**src/rtl/branch_pc_unit.sv**
```systemverilog
// rtl/branch_pc_unit.sv - RV32I branch resolution, fetch PC register and redirect/flush control
// Compare op encoding: 0 BEQ, 1 BNE, 2 BLT, 3 BGE, 4 BLTU, 5 BGEU, 6..7 unknown.
module branch_pc_unit #(
    parameter int              XLEN         = 32,
    parameter logic [XLEN-1:0] RESET_PC     = '0,
    parameter int              FLUSH_CYCLES = 2
) (
    input  logic            clk_i,
    input  logic            rst_i,
    input  logic            stall_i,
    input  logic            ex_valid_i,
    input  logic            jump_c_i,
    input  logic            branch_c_i,
    input  logic [2:0]      cmp_op_c_i,
    input  logic            jalr_i,
    input  logic [XLEN-1:0] rs1_data_i,
    input  logic [XLEN-1:0] rs2_data_i,
    input  logic [XLEN-1:0] target_i,
    input  logic            imem_ready_i,
    output logic            imem_req_o,
    output logic [XLEN-1:0] pc_o,
    output logic            taken_o,
    output logic            redirect_o,
    output logic            flush_o,
    output logic            misaligned_o
);

    localparam logic [2:0] CMP_BEQ  = 3'd0;
    localparam logic [2:0] CMP_BNE  = 3'd1;
    localparam logic [2:0] CMP_BLT  = 3'd2;
    localparam logic [2:0] CMP_BGE  = 3'd3;
    localparam logic [2:0] CMP_BLTU = 3'd4;
    localparam logic [2:0] CMP_BGEU = 3'd5;
    localparam logic [2:0] FLUSH_LOAD = 3'(FLUSH_CYCLES);

    typedef enum logic [1:0] {
        ST_FETCH = 2'd0,
        ST_FLUSH = 2'd1,
        ST_TRAP  = 2'd2
    } state_t;

    state_t          state_q, state_d;
    logic [2:0]      cnt_q, cnt_d;
    logic [XLEN-1:0] pc_q, pc_d;
    logic            mis_q, mis_d;

    logic            cmp_true;
    logic            eff_valid;
    logic            taken;
    logic            redirect;
    logic            misalign_hit;
    logic [XLEN-1:0] eff_tgt;

    always_comb begin
        cmp_true = 1'b0;
        case (cmp_op_c_i)
            CMP_BEQ:  cmp_true = (rs1_data_i == rs2_data_i);
            CMP_BNE:  cmp_true = (rs1_data_i != rs2_data_i);
            CMP_BLT:  cmp_true = ($signed(rs1_data_i) <  $signed(rs2_data_i));
            CMP_BGE:  cmp_true = ($signed(rs1_data_i) >= $signed(rs2_data_i));
            CMP_BLTU: cmp_true = (rs1_data_i <  rs2_data_i);
            CMP_BGEU: cmp_true = (rs1_data_i >= rs2_data_i);
            default:  cmp_true = 1'b0;
        endcase
    end

    // Wrong-path and trapped instructions never resolve; jump overrides the compare.
    assign eff_valid    = ex_valid_i && (state_q == ST_FETCH) && !rst_i;
    assign taken        = eff_valid && !stall_i && (jump_c_i || (branch_c_i && cmp_true));
    assign eff_tgt      = jalr_i ? {target_i[XLEN-1:1], 1'b0} : target_i;
    assign misalign_hit = taken && eff_tgt[1];
    assign redirect     = taken && !eff_tgt[1];

    assign imem_req_o   = !rst_i && (state_q != ST_TRAP);
    assign pc_o         = pc_q;
    assign taken_o      = taken;
    assign redirect_o   = redirect;
    assign flush_o      = taken || (state_q == ST_FLUSH);
    assign misaligned_o = mis_q;

    always_comb begin
        state_d = state_q;
        cnt_d   = cnt_q;
        mis_d   = mis_q;
        pc_d    = pc_q;
        if (!stall_i) begin
            case (state_q)
                ST_FETCH: begin
                    if (misalign_hit) begin
                        state_d = ST_TRAP;
                        mis_d   = 1'b1;
                    end else if (redirect) begin
                        state_d = ST_FLUSH;
                        cnt_d   = FLUSH_LOAD;
                    end
                end
                ST_FLUSH: begin
                    cnt_d = cnt_q - 3'd1;
                    if (cnt_q <= 3'd1) begin
                        state_d = ST_FETCH;
                    end
                end
                default: begin
                    state_d = state_q;
                end
            endcase
            // A misaligned take holds the PC on the faulting fetch address.
            if (redirect) begin
                pc_d = eff_tgt;
            end else if (imem_req_o && imem_ready_i && !taken) begin
                pc_d = pc_q + XLEN'(4);
            end
        end
    end

    always_ff @(posedge clk_i or posedge rst_i) begin
        if (rst_i) begin
            state_q <= ST_FETCH;
            cnt_q   <= 3'd0;
            pc_q    <= RESET_PC;
            mis_q   <= 1'b0;
        end else begin
            state_q <= state_d;
            cnt_q   <= cnt_d;
            pc_q    <= pc_d;
            mis_q   <= mis_d;
        end
    end

endmodule

```
**config.mk**
```make
export PLATFORM = sky130hd
export DESIGN_NAME = branch_pc_unit
export DESIGN_NICKNAME = d
export VERILOG_FILES = /design/src/rtl/branch_pc_unit.sv
export SDC_FILE = /design/constraint.sdc
export NUM_CORES = 1
export LEC_CHECK = 0
export ABC_CLOCK_PERIOD_IN_PS = 5250
export CELL_PAD_IN_SITES_DETAIL_PLACEMENT = 2
export CELL_PAD_IN_SITES_GLOBAL_PLACEMENT = 2
export CORE_UTILIZATION = 20
export DETAILED_ROUTE_END_ITERATION = 8
export PLACE_DENSITY = 0.73
export SYNTH_ARGS = -nofsm -noshare
export SYNTH_HDL_FRONTEND = slang
export SYNTH_SLANG_ARGS = --single-unit
export TNS_END_PERCENT = 10
```
**constraint.sdc**
```tcl
create_clock -name clk_i -period 5.25 [get_ports clk_i]
set_clock_uncertainty 0.1 [all_clocks]
set_input_delay 1.3125 -clock clk_i [delete_from_list [all_inputs] [get_ports clk_i]]
set_output_delay 1.3125 -clock clk_i [all_outputs]
set_load 0.01 [all_outputs]
```
==> results of run 1 <==
## per-stage QoR
stage | util | setup TNS [ps] | cells
floorplan | - | 0 | 379
global placement | 0.321 | -1750 | 716
detailed placement | 0.321 | -2170 | 716
CTS | 0.368 | -22.6 | 735
global route | 0.374 | -97.8 | 740
finish | 0.374 | 0 | 740
## area by class of cell
| type | instances | area share |
|---|---|---|
| clock buffers | 6 | 0.0245 |
| clock inverters | 2 | 0.0106 |
| inverters | 48 | 0.0324 |
| multi-input cells | 280 | 0.436 |
| flip-flops and latches | 38 | 0.168 |
| well taps | 188 | 0.0415 |
| repair buffers | 178 | 0.287 |
## repair_timing
action | 4_1_cts | 5_1_grt
resized for setup | 172 | 30
setup buffers | 12 | 5
pin swaps | 42 | 28
endpoints found under the setup margin | 3 | 3
gates cloned | 0 | 0
## worst min path at each step
| stage | from | endpoint | slack, ps |
|---|---|---|---|
| global route | misaligned_o | misaligned_o | 390 |
| detailed placement | misaligned_o | misaligned_o | 360 |
| CTS | misaligned_o | misaligned_o | 380 |
| global placement | misaligned_o | misaligned_o | 350 |
| finish | misaligned_o | misaligned_o | 360 |
| floorplan | cnt_q[0] | cnt_q[0] | 350 |
## cell usage in the layout (no fill, tap or decap), types with 5 or more instances in the layout
cell / count
sky130_fd_sc_hd__xnor2_1: 10
sky130_fd_sc_hd__inv_2: 29
sky130_fd_sc_hd__ha_4: 27
sky130_fd_sc_hd__clkbuf_2: 5
sky130_fd_sc_hd__nor2_1: 35
sky130_fd_sc_hd__dfrtp_1: 38
sky130_fd_sc_hd__or3_1: 14
sky130_fd_sc_hd__nand2_1: 19
sky130_fd_sc_hd__a21oi_1: 22
sky130_fd_sc_hd__a21oi_2: 9
sky130_fd_sc_hd__nand3_1: 13
sky130_fd_sc_hd__clkdlybuf4s15_1: 12
sky130_fd_sc_hd__buf_6: 5
sky130_fd_sc_hd__nor4_1: 6
sky130_fd_sc_hd__clkbuf_16: 5
sky130_fd_sc_hd__inv_1: 18
sky130_fd_sc_hd__nand4_1: 14
sky130_fd_sc_hd__dlygate4sd2_1: 43
sky130_fd_sc_hd__o21ai_0: 19
sky130_fd_sc_hd__clkdlybuf4s50_1: 77
sky130_fd_sc_hd__a31oi_1: 16
sky130_fd_sc_hd__buf_4: 31
sky130_fd_sc_hd__ha_1: 6
## layer usage
layer | part of all wire | vias up | GRT usage
met1 | 0.40 | 1763 | 0.189
met4 | 0.0088 | 0 | 0.0305
met3 | 0.071 | 9 | 0.0439
li1 | - | 1708 | -
met2 | 0.52 | 104 | 0.304
met5 | 0 | - | 0
## sequential cells by signal (all words and copies together), names as in the netlist
name and flops:
pc_o 32, cnt_q 3, state_q 2, misaligned_o 1
## worst reg2reg max path: stages, from the launching register on
cell                        delay, ps
sky130_fd_sc_hd__dfrtp_1          430
sky130_fd_sc_hd__nor2_1           100
sky130_fd_sc_hd__and4_1           240
sky130_fd_sc_hd__and4_1           280
sky130_fd_sc_hd__o2111a_1         170
sky130_fd_sc_hd__nand4bb_4        230
sky130_fd_sc_hd__buf_6            160
sky130_fd_sc_hd__buf_4            120
sky130_fd_sc_hd__buf_4            170
sky130_fd_sc_hd__or3_1            550
sky130_fd_sc_hd__or3_1            420
sky130_fd_sc_hd__a31oi_1          170
## logic make-up after synthesis
logic type                 Yosys count  synth area share
xor gates and xnor gates            11            0.0311
AOI/OAI and AO/OA                   95             0.188
muxes                                2           0.00646
adders and majority gates           34             0.137
buffers and inverters               61            0.0784
and+or+nand+nor                    138             0.252
DFF                                 38             0.307
## power breakdown
group	total, W	internal (W)	switching, W
clock network	0.000409	0.000285	0.000124
logic	0.000840	0.000480	0.000359
registers	0.000620	0.000432	0.000188
total	0.00187	0.00120	0.000671
==> impl_summary.txt, run 1 <==
----------------------------------------------------
[Status]
  Status ... complete, no violations

[Route]
  Wire length reported by the detailed router ... 12900 µm
  Via total after detailed routing ... about 3600
  Detailed-route DRC error count ... 0
  Count of antenna-violating nets left after detailed routing ... 0
  DR WL/cell ... 17.5 µm
  Post-DR vias/cell ... just under 5
  DRC violation total after the first TritonRoute iteration ... 90
  First drt pass iteration count ... 4

[Layout]
  Cell area after layout ... about 5700 µm²
  Number of filler cells placed in the layout ... roughly 1700
  Area growth from synthesis to final layout ... 83.2%
  Antenna cells ... 0
  Seq. cell area ... between 900 and 1000 µm²
  Area used by multi-input combinational logic ... approximately 2500 µm²
  Post-layout net count ... 692
  Layout cell share with drive strength beyond 1 ... 0.264

[Setup path]
  Endpoint required time on the critical path ... about 3800 ps
  Crit-path cells ... clkdlybuf4s15_1, ha_4, nand4_1, buf_4, nor3_2, a211oi_2, buf_4, buf_4, a211o_1, o311ai_4, nor3_4, buf_6, o31ai_4, inv_2, buf_6
  Worst r2r path cells ... 11
  Cell depth of the worst setup path ... 15
  CP most frequent cell ... sky130_fd_sc_hd__buf_4
  Worst setup path endpoint ... redirect_o
  Largest delay contributor family on the critical path ... buffers and inverters
  Buffer and inverter count on the worst path ... 7
  Crit path max-delay cell type ... sky130_fd_sc_hd__a211o_1
  Reg-to-Reg Start ... state_q[1]
  Critical register-to-register path endpoint ... pc_o[24]
  Start point of the critical path ... rs1_data_i[26]
  Largest fanout on the critical path ... 2
  CP startpoint kind ... input port
  Critical path start-end classification ... input port to primary output
  Worst EP arrival ... 3740 ps
  Delay of the slowest cell on the worst path ... between 300 and 400 ps
  Endpoint class of the critical path ... primary output
  FF-to-FF setup slack ... between 2000 and 2500 ps

[Place]
  Post-place instance area ... between 4000 and 5000 µm²
  Pre-CTS WS ... -752 ps
  Number of buffers inserted by port buffering ... approximately 140
  Weighted congestion at the end of routability-driven global placement ... between 0.7 and 0.8
  Half-perimeter wire length of the detailed placement result ... about 9400 µm

[Clock network]
  Clock tree from TritonCTS ... yes
  Post-cts hold buffer count ... 0
  Sinks on the clock net ... 38
  Root buffer cell ... sky130_fd_sc_hd__clkbuf_16
  Deepest clock path buffer count ... 2
  Depth of the CTS H-tree ... 2
  CTS buffer count ... 5
  Clk Latency, worst-skew pair ... just under 300 ps
  Clock slew at reported path FFs ... ~50 ps

[STA]
  Final worst-path cycle share ... 0.982
  Setup repair after global routing missed its margin ... yes
  Headroom to the max-slew limit ... 0.555
  Final Max Tran Viols ... 0
  Min Tclk post-route ... 5160 ps
  Setup slack of the critical path after layout ... ~95 ps
  Worst hold margin ... 365 ps
  Achievable clock frequency ... about 190 MHz
  Setup-violating endpoint count in the final report ... 0
  Slew at the pin closest to its max-slew limit ... between 600 and 700 ps
  Hold Vio Cnt, Final ... 0

[Floorplanning]
  Core footprint ... approximately 15000 µm²
  Total number of placement rows ... 45
  Die height ... 126 µm
  Die extent in x ... roughly 130 µm
  IO Count ... between 100 and 150
  Starting density of the core ... 0.204
  Area of the die ... ~16000 µm²

[Global route]
  Via count of the first global-routing pass ... approximately 4100
  Aggregate global-route resource usage ... 0.164
  Antenna violations before repair ... 0
  First-pass GRT wire length ... roughly 21000 µm
  Largest net degree at the start of global routing ... between 60 and 70
  Overall overflow remaining after global route ... 0

[Synth]
  Main flop type after synthesis ... sky130_fd_sc_hd__dfrtp_1
  Share of async-settable or async-resettable flops after synthesis ... 1.00
  Syn Inst Count ... ~380
  Netlist Area Pre-Place ... between 3000 and 4000 µm²
  Post-synthesis net count ... 520
  Sequential cell area fraction in the yosys report ... 0.307
  Dominant cell type by area after synthesis ... sky130_fd_sc_hd__dfrtp_1
  Flip-flop and latch count after synthesis ... 38
  Mean post-synth cell area ... between 8 and 9 µm²
  Count leader, synth ... sky130_fd_sc_hd__inv_1
  Post-synth EDFFs ... 0
  Synth cell types ... 50
  Warnings, synthesis ... 0
  Fraction of synthesized cell area taken by the top area cell type ... 0.307
  Synth top area cells ... sky130_fd_sc_hd__dfrtp_1 31%, sky130_fd_sc_hd__ha_1 14%, sky130_fd_sc_hd__inv_1 5.8%, sky130_fd_sc_hd__a21oi_1 5.0%, sky130_fd_sc_hd__nor2_1 4.2%
  Most frequent cells after synthesis ... 48 x sky130_fd_sc_hd__inv_1, 38 x sky130_fd_sc_hd__dfrtp_1, 35 x sky130_fd_sc_hd__nor2_1

[Power and ir drop]
  IR drop worst, VDD ... approximately 230 µV
  PD cells ... around 330 nW/µm²
  Design Power ... approximately 0.0019 W
  Leakage power ... 2.30 nW

[Hold path]
  Class of the tightest hold or removal check ... flop to flop
  Min-Delay Path Depth ... 1

[Run]
  Max-cap check violation count ... 0

----------------------------------------------------
No activity file was read; power rests on OpenSTA's default activity.
==> run 2, diff against run 1 <==
- ABC_CLOCK_PERIOD_IN_PS: 5250 -> 4490
- clock period: 5.25 -> 4.49 ns (I/O delays scaled with it)
==> run 2 against run 1 <==
  * The flow now finishes with violations (negative setup slack)
  * Via count rose by 3.4%
  * Worst hold slack got worse by 1.1 ps
  * First-iteration DRC count fell by 47%
  * Critical path depth fell by 1
  * Final cell count rose by 4.3%
  * Register-to-register slack got worse by 1000 ps
  * Count of clock-buffer cells in the layout did not move
  * Wire length rose by 9.1%
  * Total power rose by 16%
  * Die area did not move
  * Clock power rose by 3%
  * Sequential power rose by 16%
==> impl_summary.txt, run 2 (same netlist as run 1, synthesis figures left out) <==
----------------------------------------------------
[Status]
  Status ... complete, but fails checks
  Violated checks ... negative setup slack

[Route]
  Count of antenna-violating nets left after detailed routing ... 0 (unchanged)
  Detailed-route DRC error count ... 0 (unchanged)
  Via total after detailed routing ... 3707 (+3.4%)
  Amount of wire on met3 after detailed routing ... 531 µm (-42%)
  Post-DR vias/cell ... 4.80 (-0.86%)
  Met2 routed wirelength ... 8070 µm (+21%)
  First drt pass iteration count ... 4 (unchanged)
  DR WL/cell ... 18.3 µm (+4.6%)
  Wire length reported by the detailed router ... 14100 µm (+9.1%)
  Met1 wire length ... 5320 µm (+2.1%)
  Uppermost routed layer ... met4
  DRC violation total after the first TritonRoute iteration ... 48 (-47%)

[Setup path]
  CP most frequent cell ... sky130_fd_sc_hd__buf_4
  Largest delay contributor family on the critical path ... compound AO/OA/AOI/OAI gates
  Critical register-to-register path endpoint ... cnt_q[2]
  Buffer and inverter count on the worst path ... 6 (-1)
  Cell depth of the worst setup path ... 14 (-1)
  Endpoint required time on the critical path ... 3270 ps (-570 ps)
  Crit path max-delay cell type ... sky130_fd_sc_hd__a2111oi_4
  Worst r2r path cells ... 21 (+10)
  FF-to-FF setup slack ... 1010 ps (-1030 ps)
  Crit-path cells ... buf_6, ha_4, nand4_1, buf_4, o221ai_4, a2111oi_4, nor3b_4, buf_4, o311ai_4, nor3_2, buf_4, o31ai_4, inv_2, buf_6
  Largest fanout on the critical path ... 5 (+3)
  Worst EP arrival ... 3450 ps (-290 ps)
  Worst setup path endpoint ... redirect_o
  Start point of the critical path ... rs1_data_i[6]
  Delay of the slowest cell on the worst path ... 350 ps (about the same)
  Critical path start-end classification ... input port to primary output
  CP startpoint kind ... input port
  Endpoint class of the critical path ... primary output
  Reg-to-Reg Start ... state_q[0]

[Clock network]
  Root buffer cell ... sky130_fd_sc_hd__clkbuf_16
  Depth of the CTS H-tree ... 2 (unchanged)
  Clock tree from TritonCTS ... yes
  Deepest clock path buffer count ... 2 (unchanged)
  Sinks on the clock net ... 38 (unchanged)
  Clk Latency, worst-skew pair ... 280 ps (about the same)
  Clock slew at reported path FFs ... 60 ps (about the same)
  CTS buffer count ... 5 (unchanged)

[Place]
  Weighted congestion at the end of routability-driven global placement ... 0.765 (+3.0%)
  Half-perimeter wire length of the detailed placement result ... 9660 µm (+3.1%)
  Post-place instance area ... 4910 µm² (+0.93%)
  Number of buffers inserted by port buffering ... 143 (unchanged)
  Cell total after placement ... 722 (+0.84%)

[Run]
  Max-cap check violation count ... 0 (unchanged)

[Floorplanning]
  IO Count ... 144 (unchanged)
  Area of the die ... 16000 µm² (unchanged)
  Core footprint ... 15100 µm² (unchanged)
  Total number of placement rows ... 45 (unchanged)
  Die height ... 126 µm (unchanged)
  Die extent in x ... 126 µm (unchanged)
  Starting density of the core ... 0.204 (unchanged)

[Global route]
  Overall overflow remaining after global route ... 0 (unchanged)
  Via count of the first global-routing pass ... 4201 (+3.7%)
  Largest net degree at the start of global routing ... 67 (unchanged)
  Antenna violations before repair ... 0 (unchanged)
  Aggregate global-route resource usage ... 0.175 (+0.0114)
  First-pass GRT wire length ... 21900 µm (+4.5%)

[STA]
  Final Max Tran Viols ... 0 (unchanged)
  Slew at the pin closest to its max-slew limit ... 665 ps (-2.60 ps)
  Setup repair after global routing missed its margin ... yes
  Setup-violating endpoint count in the final report ... 4 (+4)
  Final worst-path cycle share ... 1.04
  Setup slack of the critical path after layout ... -179 ps (-273 ps)
  Headroom to the max-slew limit ... 0.556 (+0.00174)
  Min Tclk post-route ... 4670 ps
  Hold Vio Cnt, Final ... 0 (unchanged)
  Achievable clock frequency ... ~210 MHz

[Layout]
  Count of placed standard cells in the final layout, fillers left out ... 772 (+4.3%)
  Layout cell share with drive strength beyond 1 ... 0.408 (+0.143)
  Antenna cells ... 0 (unchanged)
  Cell area after layout ... 5950 µm² (+4.9%)
  Largest register FFs ... 32 (unchanged)
  Most common library cell in the layout ignoring fill and taps ... sky130_fd_sc_hd__clkdlybuf4s50_1
  Area growth from synthesis to final layout ... 92.2%
  Top library cells by usage in the layout, fill and taps aside ... 76 x sky130_fd_sc_hd__clkdlybuf4s50_1, 58 x sky130_fd_sc_hd__buf_4, 42 x sky130_fd_sc_hd__buf_2
  Post-layout net count ... 725 (+4.8%)

[Hold path]
  Class of the tightest hold or removal check ... flop to flop
  Min-Delay Path Depth ... 1 (unchanged)

[Power and ir drop]
  PD cells ... 364 nW/µm² (+11%)
  Leakage power ... 2.43 nW (+5.8%)
  IR drop worst, VDD ... 208 µV (-10%)

----------------------------------------------------
run 2: metrics by stage:
stage | total power (W) | util | hold slack (ps) | worst slack, ps | TNS (ps)
floorplan | 0.00106 | - | 350 | -57.2 | -108
global placement | 0.00159 | 0.324 | 358 | -994 | -7020
detailed placement | 0.00164 | 0.324 | 356 | -1130 | -12930
CTS | 0.00216 | 0.388 | 369 | -146 | -315
global route | 0.00231 | 0.393 | 394 | -277 | -1260
finish | 0.00217 | 0.393 | 364 | -179 | -482
run 2: worst min path at each step:
stage                       from            to  slack [ps]
finish              misaligned_o  misaligned_o         360
global route        misaligned_o  misaligned_o         390
CTS                 misaligned_o  misaligned_o         370
detailed placement  misaligned_o  misaligned_o         360
global placement    misaligned_o  misaligned_o         360
floorplan               cnt_q[0]      cnt_q[0]         350
run 2: layer usage:
| layer | track usage | vias up |
|---|---|---|
| met5 | 0 | - |
| met4 | 0.0376 | 0 |
| met3 | 0.0283 | 18 |
| met2 | 0.364 | 90 |
| met1 | 0.181 | 1827 |
| li1 | - | 1772 |
run 2: layout make-up:
class	instances	area (µm²)
fill	1662	9190
multi-input combinational	280	2640
timing repair buffer	211	1770
sequential	38	951
tap	188	235
inverter	48	194
clock buffer	6	139
clock inverter	1	30.0
run 2: worst register-to-register path, delay by kind of cell (launching register included):
family | cells | cell delay [ps]
and+or+nand+nor | 4 | 730
buffers and inverters | 15 | 1850
AOI/OAI and AO/OA | 2 | 330
DFF | 1 | 410
run 2: repair_timing:
action | in CTS | in global routing
buffers inserted | 41 | 3
pin swaps | 67 | 30
hold buffers | 0 | 0
resized for setup | 361 | 19
setup endpoints to repair | 22 | 18
run 2: power breakdown:
group	leakage, nW	internal (W)	switching, W	total [W]
Sequential	0.444	0.000505	0.000214	0.000719
Combinational	1.90	0.000595	0.000435	0.00103
Clock	0.0829	0.000274	0.000145	0.000420
==> run 3, diff against run 2 <==
- ABC_CLOCK_PERIOD_IN_PS: 4490 -> 5800
- CORE_UTILIZATION: 20 -> 24
- PLACE_DENSITY: 0.73 -> 0.82
- clock period: 4.49 -> 5.8 ns (I/O delays scaled with it)
==> run 3 against run 2 <==
  * The run now ends clean
  * Global-route usage increased by 2.0 points
  * Setup slack gained 180 ps
  * Clock power down 33%
  * Final cell count fell by 7.1%
  * Via count shrank 3.1%
  * Critical path type unchanged
==> impl_summary.txt, run 3 (same netlist as run 1, synthesis figures left out) <==
----------------------------------------------------
[Hold path]
  Class of the tightest hold or removal check ... flop to flop

[Place]
  Half-perimeter wire length of the detailed placement result ... 9760 µm (+1.1%)
  Number of buffers inserted by port buffering ... 143 (unchanged)
  Cell total after placement ... 700 (-3.0%)
  Weighted congestion at the end of routability-driven global placement ... 0.778 (+1.6%)

[Layout]
  Post-layout net count ... 685 (-5.5%)
  Area growth from synthesis to final layout ... 82.1%
  Number of filler cells placed in the layout ... 1368 (-18%)
  Seq. cell area ... 951 µm² (unchanged)
  Most common library cell in the layout ignoring fill and taps ... sky130_fd_sc_hd__clkdlybuf4s50_1
  Area used by multi-input combinational logic ... 2460 µm² (-6.8%)
  Final design utilization ... 0.447 (+0.0540)
  Top library cells by usage in the layout, fill and taps aside ... 120 x sky130_fd_sc_hd__clkdlybuf4s50_1, 38 x sky130_fd_sc_hd__dfrtp_1, 34 x sky130_fd_sc_hd__nor2_1
  Largest register FFs ... 32 (unchanged)
  Antenna cells ... 0 (unchanged)
  Layout cell share with drive strength beyond 1 ... 0.204 (-0.204)
  Count of placed standard cells in the final layout, fillers left out ... 717 (-7.1%)

[Clock network]
  Root buffer cell ... sky130_fd_sc_hd__clkbuf_16
  Clock slew at reported path FFs ... 50 ps (about the same)
  Deepest clock path buffer count ... 2 (unchanged)
  Clock tree from TritonCTS ... yes
  CTS buffer count ... 5 (unchanged)
  Clk Latency, worst-skew pair ... 290 ps (about the same)
  Post-cts hold buffer count ... 0 (unchanged)
  Sinks on the clock net ... 38 (unchanged)
  Depth of the CTS H-tree ... 2 (unchanged)

[STA]
  Slew at the pin closest to its max-slew limit ... 653 ps (-12.6 ps)
  Setup-violating endpoint count in the final report ... 0 (-4)
  Headroom to the max-slew limit ... 0.565 (+0.00838)
  Final Max Tran Viols ... 0 (unchanged)
  Final worst-path cycle share ... 1.00
  Min Tclk post-route ... slightly below 6000 ps
  Worst hold margin ... 382 ps (+18.6 ps)
  Post-route setup TNS ... 0 ps (+482 ps)
  Achievable clock frequency ... approximately 170 MHz
  Hold Vio Cnt, Final ... 0 (unchanged)

[Global route]
  Grt met1 use ... 0.202 (+0.0211)
  Largest net degree at the start of global routing ... 67 (unchanged)
  Via count of the first global-routing pass ... 4055 (-3.5%)
  Antenna violations before repair ... 2 (+2)
  GR peak layer ... met2
  Overall overflow remaining after global route ... 0 (unchanged)
  GRT met3 Usage ... 0.0643 (+0.0361)
  Aggregate global-route resource usage ... 0.195 (+0.0201)
  First-pass GRT wire length ... 20300 µm (-7.4%)
  Global routing met2 resource utilization ... 0.379 (+0.0152)

[Status]
  Status ... complete, no violations

[Power and ir drop]
  Switching share of power ... 0.380 (+0.0143)
  Cell internal power dissipation ... 0.00101 W (-27%)
  Power share of the sequential group ... 0.344 (+0.012)
  IR drop worst, VDD ... 178 µV (-15%)
  PD cells ... 288 nW/µm² (-21%)
  Switching power ... 0.000618 W (-22%)
  Combinational fraction of design power ... 0.483 (+0.008)
  Leakage power ... 2.35 nW (-3.3%)
  Clk network pwr share ... 0.173 (-0.021)

[Floorplanning]
  Die extent in x ... 116 µm (-8.6%)
  Die height ... 116 µm (-8.6%)
  IO Count ... 144 (unchanged)
  Core footprint ... 12600 µm² (-17%)
  Starting density of the core ... 0.245 (+0.0409)
  Total number of placement rows ... 41 (-8.9%)
  Area of the die ... 13400 µm² (-16%)

[Setup path]
  Crit path max-delay cell type ... sky130_fd_sc_hd__clkdlybuf4s50_1
  Largest fanout on the critical path ... 6 (+1)
  CP startpoint kind ... input port
  Worst EP arrival ... 4250 ps (+800 ps)
  Delay of the slowest cell on the worst path ... 550 ps (+200 ps)
  Endpoint required time on the critical path ... 4250 ps (+980 ps)
  Critical path start-end classification ... input port to primary output
  Endpoint class of the critical path ... primary output
  Crit-path cells ... clkdlybuf4s50_1, ha_4, a21oi_4, o21ai_4, a2111oi_4, nor3b_4, buf_4, o2111a_1, nand4bb_4, buf_6, o31ai_4, inv_2, buf_6
  CP most frequent cell ... sky130_fd_sc_hd__buf_6

[Route]
  Count of antenna-violating nets left after detailed routing ... 0 (unchanged)
  Detailed-route DRC error count ... 0 (unchanged)
  First drt pass iteration count ... 4 (unchanged)
  Post-DR vias/cell ... 5.01 (+4.3%)
  DRC violation total after the first TritonRoute iteration ... 123 (+160%)
  DR WL/cell ... 20.7 µm (+13%)
  Wire length reported by the detailed router ... 14800 µm (+5.1%)
  Via total after detailed routing ... 3592 (-3.1%)

[Run]
  Max-cap check violation count ... 0 (unchanged)

----------------------------------------------------
==> run 3: cell count changes in the layout (fill, tap and decap cells not counted), sizes merged, moves of 6 or more <==
cell,change
dlymetal6s2s,+20
clkdlybuf4s15,-6
dlygate4sd2,-6
buf,-91
clkdlybuf4s50,+44
==> run 3: timing repair <==
item | 4_1_cts | 5_1_grt
setup endpoints to repair | 3 | 3
buffers inserted | 3 | 6
pin swaps | 11 | 31
resized for setup | 32 | 86
endpoints found under the hold margin | 0 | 0
==> run 3: worst paths after layout <==
check,cells past startpoint,slack (ps),start,end
max,13,2,rs1_data_i[13],redirect_o
min,1,380,misaligned_o,misaligned_o
max reg2reg,12,2600,state_q[0],pc_o[28]
min reg2reg,1,380,misaligned_o,misaligned_o
max in group asynchronous,3,3630,rst_i,pc_o[21]
min in group asynchronous,3,1610,rst_i,misaligned_o
==> run 3: critical path, delay by kind of cell <==
family	cells	cell delay [ps]
AOI/OAI and AO/OA	5	1150
adders and majority gates	1	250
and+or+nand+nor	2	320
buffers and inverters	5	1050
==> run 3: stage by stage <==
stage | setup slack [ps] | power (W) | cell area, µm²
6_report | 2.04 | 0.00162 | 5640
5_1_grt | -88.5 | 0.00173 | 5640
4_1_cts | -27.7 | 0.00159 | 5140
3_5_place_dp | -609 | 0.00127 | 4840
3_3_place_gp | -415 | 0.00122 | 4840
2_1_floorplan | 246 | 0.000822 | 3100
==> run 3: final cells by class <==
cell class / instances / share of cell area
clock inverters: 1 / 0.000887
flip-flops and latches: 38 / 0.169
inverters: 48 / 0.0319
multi-input cells: 280 / 0.435
clock buffers: 7 / 0.0253
repair buffers: 171 / 0.300
well taps: 172 / 0.0382
==> run 3: power by group through the flow <==
stage | clock (W) | sequential [W] | combinational [W]
2_1_floorplan | 0 | 0.000569 | 0.000253
3_3_place_gp | 0 | 0.000543 | 0.000682
3_5_place_dp | 0 | 0.000556 | 0.000717
4_1_cts | 0.000288 | 0.000560 | 0.000739
5_1_grt | 0.000300 | 0.000582 | 0.000848
6_report | 0.000281 | 0.000559 | 0.000784
==> run 3: routing by layer <==
metal | vias up | share of wire
met2 | 118 | 0.53
met4 | 2 | 0.015
met3 | 21 | 0.083
met1 | 1755 | 0.37
met5 | - | 0.0011
li1 | 1696 | -
